**src/rtl/store_buffer_pkg.sv**
```systemverilog
// Shared sizing, tag/pointer types and the entry record for the store buffer.
package store_buffer_pkg;

    localparam int DEPTH = 8;
    localparam int TW    = 3;
    localparam int AW    = 32;
    localparam int DW    = 32;

    typedef logic [TW-1:0] sb_tag_t;
    typedef logic [TW:0]   sb_ptr_t;

    typedef struct packed {
        logic [AW-1:0] addr;
        logic [DW-1:0] data;
    } sb_entry_t;

    // Distance from older pointer b to younger pointer a; the wrap bit keeps full distinct from empty.
    function automatic sb_ptr_t ptr_dist(input sb_ptr_t a, input sb_ptr_t b);
        return a - b;
    endfunction

endpackage

```
**src/rtl/store_fwd_match.sv**
```systemverilog
// Youngest-first address match over the live window of store buffer slots.
module store_fwd_match
    import store_buffer_pkg::*;
(
    input  sb_entry_t        entries [DEPTH],
    input  logic [DEPTH-1:0] valid,
    input  sb_tag_t          start,
    input  logic [AW-1:0]    load_addr,
    output logic             hit,
    output logic [DW-1:0]    data
);

    // Walk from oldest (start) to youngest so a later match overrides an earlier one.
    always_comb begin
        hit  = 1'b0;
        data = '0;
        for (int i = 0; i < DEPTH; i++) begin : age_walk
            sb_tag_t idx;
            idx = start + sb_tag_t'(i);
            if (valid[idx] && (entries[idx].addr == load_addr)) begin
                hit  = 1'b1;
                data = entries[idx].data;
            end
        end
    end

endmodule

```
**src/rtl/store_buffer.sv**
```systemverilog
// In-order store buffer: allocate, commit, drain to memory, with store-to-load forwarding.
module store_buffer
    import store_buffer_pkg::*;
(
    input  logic            clk,
    input  logic            reset,
    input  logic            kill,
    input  logic            en,
    input  logic [AW+DW-1:0] unit2buf,
    output sb_tag_t         free_entry,
    output logic            full,
    input  logic            commit,
    input  sb_tag_t         commit_entry,
    output logic            commit_err,
    input  logic [AW-1:0]   load_addr,
    output logic            fwd_hit,
    output logic [DW-1:0]   fwd_data,
    output logic            is_storing,
    output logic [AW-1:0]   store_addr,
    output logic [DW-1:0]   store_data,
    input  logic            mem_ready
);

    localparam sb_ptr_t PTR_ONE   = sb_ptr_t'(1);
    localparam sb_ptr_t PTR_DEPTH = sb_ptr_t'(DEPTH);

    sb_ptr_t          head;
    sb_ptr_t          cmt;
    sb_ptr_t          tail;
    sb_ptr_t          count;
    sb_ptr_t          cmt_next;
    sb_entry_t        slots [DEPTH];
    sb_entry_t        wr_entry;
    logic [DEPTH-1:0] valid;
    logic             do_alloc;
    logic             do_commit;
    logic             do_drain;

    assign count      = ptr_dist(tail, head);
    assign full       = (count == PTR_DEPTH);
    assign free_entry = tail[TW-1:0];

    assign wr_entry.addr = unit2buf[AW+DW-1:DW];
    assign wr_entry.data = unit2buf[DW-1:0];

    // Entry allocated this cycle is not yet visible to the commit check (uses registered tail).
    assign do_alloc  = en && !full && !kill;
    assign do_commit = commit && (cmt != tail) && (commit_entry == cmt[TW-1:0]);
    assign do_drain  = is_storing && mem_ready;
    assign cmt_next  = do_commit ? (cmt + PTR_ONE) : cmt;

    assign is_storing = (head != cmt);
    assign store_addr = slots[head[TW-1:0]].addr;
    assign store_data = slots[head[TW-1:0]].data;

    // Control state: the three pointers and the sticky commit error.
    always_ff @(posedge clk) begin
        if (reset) begin
            head       <= '0;
            cmt        <= '0;
            tail       <= '0;
            commit_err <= 1'b0;
        end else begin
            if (do_drain) begin
                head <= head + PTR_ONE;
            end
            cmt <= cmt_next;
            if (commit && !do_commit) begin
                commit_err <= 1'b1;
            end
            if (kill) begin
                tail <= cmt_next;
            end else if (do_alloc) begin
                tail <= tail + PTR_ONE;
            end
        end
    end

    // Slot storage carries no reset; validity comes from the pointers alone.
    always_ff @(posedge clk) begin
        if (do_alloc) begin
            slots[tail[TW-1:0]] <= wr_entry;
        end
    end

    always_comb begin
        valid = '0;
        for (int s = 0; s < DEPTH; s++) begin : live_mask
            sb_tag_t offs;
            offs     = sb_tag_t'(s) - head[TW-1:0];
            valid[s] = ({1'b0, offs} < count);
        end
    end

    store_fwd_match u_fwd (
        .entries   (slots),
        .valid     (valid),
        .start     (head[TW-1:0]),
        .load_addr (load_addr),
        .hit       (fwd_hit),
        .data      (fwd_data)
    );

    property p_count_bounded;
        @(posedge clk) disable iff (reset) count <= PTR_DEPTH;
    endproperty
    assert property (p_count_bounded);

    property p_cmt_in_window;
        @(posedge clk) disable iff (reset) ptr_dist(cmt, head) <= count;
    endproperty
    assert property (p_cmt_in_window);

endmodule

```
**config.mk**
```make
export PLATFORM = sky130hd
export DESIGN_NAME = store_buffer
export DESIGN_NICKNAME = d
export VERILOG_FILES = /design/src/rtl/store_buffer_pkg.sv /design/src/rtl/store_fwd_match.sv /design/src/rtl/store_buffer.sv
export SDC_FILE = /design/constraint.sdc
export NUM_CORES = 2
export LEC_CHECK = 0
export ABC_AREA = 0
export CORE_ASPECT_RATIO = 1.4
export CORE_UTILIZATION = 30
export DETAILED_ROUTE_END_ITERATION = 6
export GPL_TIMING_DRIVEN = 0
export PLACE_DENSITY = 0.48
export SYNTH_ARGS = -nofsm -noshare
export SYNTH_HDL_FRONTEND = slang
export SYNTH_HIERARCHICAL = 1
export SYNTH_SLANG_ARGS = --single-unit
```
**constraint.sdc**
```tcl
create_clock -name clk -period 10.55 [get_ports clk]
set_clock_uncertainty 0.15 [all_clocks]
set_input_delay 3.165 -clock clk [delete_from_list [all_inputs] [get_ports clk]]
set_output_delay 3.165 -clock clk [all_outputs]
set_load 0.01 [all_outputs]
```
==> flow_summary_export.csv <==
group,metric,value,unit
status,status,"finished, violations left",
status,violations,"setup timing",
floorplan,die-area,159000,um2
power_and_ir_drop,leakagePower,18.1,nW
final_layout,layout.cells.non_filler,6263,
detailed_routing,highest_layer,"met5",
worst_setup_path,critPathLaunchType,"input port",
timing,final_hold_viol_count,0,
detailed_routing,drt-initial-drc-count,5719,
detailed_routing,drt-met1-wl,98.6,mm
final_layout,finalNetCount,4247,
floorplan,rows,171,
timing,finalSetupViolations,10,
detailed_routing,routed_via_density,6.72,
final_layout,drive_above_1_share,32.8,%
job,drv_cap,0,
place,post-dp-hpwl,226,mm
final_layout,layout_commonest_cell,"mux4_2",
yosys,yosysSeqAreaShare,33.2,%
detailed_routing,met2_length,140,mm
detailed_routing,ant_nets,0,
timing,holdWs,0.364,ns
global_route,grt_antenna_before_repair,23,
worst_setup_path,worst-path-max-fanout,10,
hold_path,hp-class,"flop to flop",
timing,slew_violations,0,
global_route,grt_pass1_wl,389,mm
yosys,yosys_register_bits,525,
timing,period_share,101,%
place,place_inst,6067,
cts,cts_root_buffer,"clkbuf_16",
detailed_routing,routed_wl,298,mm
cts,cts_buffers,57,
global_route,grt_max_degree,37,
detailed_routing,wl_per_cell,47.5,um
detailed_routing,route.met3.wl,26.7,mm
floorplan,fp.dieH,471,um
yosys,syn_area,47100,um2
place,portBuffers,180,
final_layout,fillers,15200,
timing,tightest_slew,1.48,ns
detailed_routing,dr.pass1.iters,7,
power_and_ir_drop,powerDensity,104,nW/um2
yosys,synth_ff_type,"edfxtp_1",
worst_setup_path,arrival,7.34,ns
global_route,grt_pass1_vias,40500,
yosys,yosysTopAreaCellShare,32.6,%
hold_path,hold_depth,2,
worst_setup_path,required,7.24,ns
detailed_routing,remaining_drc_errors,0,
timing,setup_tns,-0.290,ns
final_layout,mostFrequentLayoutCells,"mux4_2, edfxtp_1, nand2_1, mux2i_1, nor2_1",
cts,cts_tree,"built",
yosys,synth-edff-count,512,
power_and_ir_drop,ir_drop,0.000126,V
place,place.gp.congestion,1.12,
yosys,syn_nets,3878,
floorplan,io-pin-count,208,
yosys,async_flop_share,0,%
timing,slew_headroom,1.45,%
yosys,synth.avg_cell_area,12.6,um2
yosys,synth_cell_types,83,
cts,path_clk_slew,0.07,ns
floorplan,initial_core_util,30.3,%
floorplan,coreArea,156000,um2
floorplan,die_x,337,um
timing,rsz0062_at_grt,"yes",
final_layout,syn2layout_area_growth,20.9,%
global_route,grt.overflow.total,0,
yosys,syn-instance-count,3750,
yosys,synth.area.top_cells,"edfxtp_1, mux4_2, mux2i_1",
detailed_routing,num_vias,42100,
place,dp_worst_setup_slack,-4.81,ns
power_and_ir_drop,total_power,5.92,mW
timing,timing.fmax,0.0938,GHz
timing,final.setup.worst_slack,-0.108,ns
timing,fin_crit,10.66,ns
yosys,yosys.area.top_type,"edfxtp_1",
worst_setup_path,end_kind,"output pin",
cts,ctsHoldBuffers,0,
cts,cts.path.max_buffers,3,
cts,insertion_delay,0.69,ns
cts,cts_sinks,525,
cts,htree_levels,2,
worst_setup_path,worst_r2r_path_depth,17,
worst_setup_path,path_class,"input port to output pin",
global_route,grt_usage,37.1,%
yosys,yosys_warnings,6,
## sequential cells by signal, indices dropped and copies added, names as in the netlist
name	flops
cmt	4
slots	512
tail	4
head	4
commit_err	1
## through the flow
stage,utilization [%],instance area (um2)
detailed placement,33.6,52300
global route,36.6,56900
floorplan,-,47100
global placement,33.1,51500
finish,36.6,57000
CTS,36.3,56400
## worst max-delay path, stage by stage
cell           delay (ns)
clkbuf_4             0.34
clkinvlp_4           0.38
xnor2_1              0.51
nand3b_1             0.50
nor4_1               0.50
nand4_1              0.13
buf_4                0.26
buf_2                0.29
nor2_1               0.17
mux2i_1              0.09
a32o_1               0.26
o41ai_4              0.36
dlygate4sd2_1        0.32
## repair_timing
item | CTS | global route
pin swaps | 21 | 32
resized for setup | 395 | 165
buffers inserted | 64 | 8
cloned | 0 | 1
endpoints found under the hold margin | 0 | 0
setup endpoints to repair | 33 | 33
## worst paths after layout
| kind | end | start | slack [ns] |
|---|---|---|---|
| worst max-delay path | fwd_data[20] | load_addr[9] | -0.11 |
| worst min-delay path | commit_err | commit_err | 0.36 |
| worst max register to register | slots[242] | head[2] | 5.45 |
| worst min register to register | commit_err | commit_err | 0.36 |
## cells in the mapped netlist, types with 12 or more instances
cell type	instances
mux4_2	676
edfxtp_1	512
nand2_1	482
mux2i_1	323
nor2_1	303
xnor2_1	219
clkbuf_1	140
a21oi_1	136
buf_2	117
nand3_1	50
o21ai_0	48
a211oi_1	44
buf_4	44
buf_1	41
and2_1	40
nand4_1	38
inv_1	34
a32o_1	32
nor3_1	32
xor2_1	32
nor4_1	31
o41ai_2	31
mux2_2	29
o22ai_1	28
ha_1	21
a22oi_1	20
o211ai_1	17
buf_6	16
nand2b_1	16
and3_1	15
o221ai_1	15
dfxtp_1	13
nor2b_1	12
## final cells by class
cell class	count	area (um2)	share of cell area, %
inverter	45	250	0.439
multi-input combinational	2822	30900	54.2
sequential	525	15600	27.5
antenna	22	55.1	0.0966
clock buffer	67	1490	2.61
tap	2076	2600	4.56
buffer	355	2560	4.50
clock inverter	38	484	0.850
timing repair buffer	313	3030	5.32
## layer usage
layer  GRT usage [%]  vias to the layer above
met5           0.278                        -
met1            40.5                    21900
met4            31.6                       14
met2            60.2                     3276
li1                -                    15800
met3            9.04                     1098
## cell families after synthesis
kind of cell,after synthesis,synth area share [%]
simple gates,1074,10.2
fa+ha+maj,23,0.642
flops,525,33.2
compound gates,437,6.87
buf+inv,404,4.17
xor+xnor,252,4.70
mux,1035,40.2
## power breakdown
group	leakage, nW	switching (mW)	total, mW	internal [mW]
logic	12.4	0.856	1.38	0.522
clock network	0.956	0.930	2.18	1.25
registers	4.73	0.0409	2.36	2.32
total	18.1	1.83	5.92	4.10
Power figures use the tool's default switching activity.
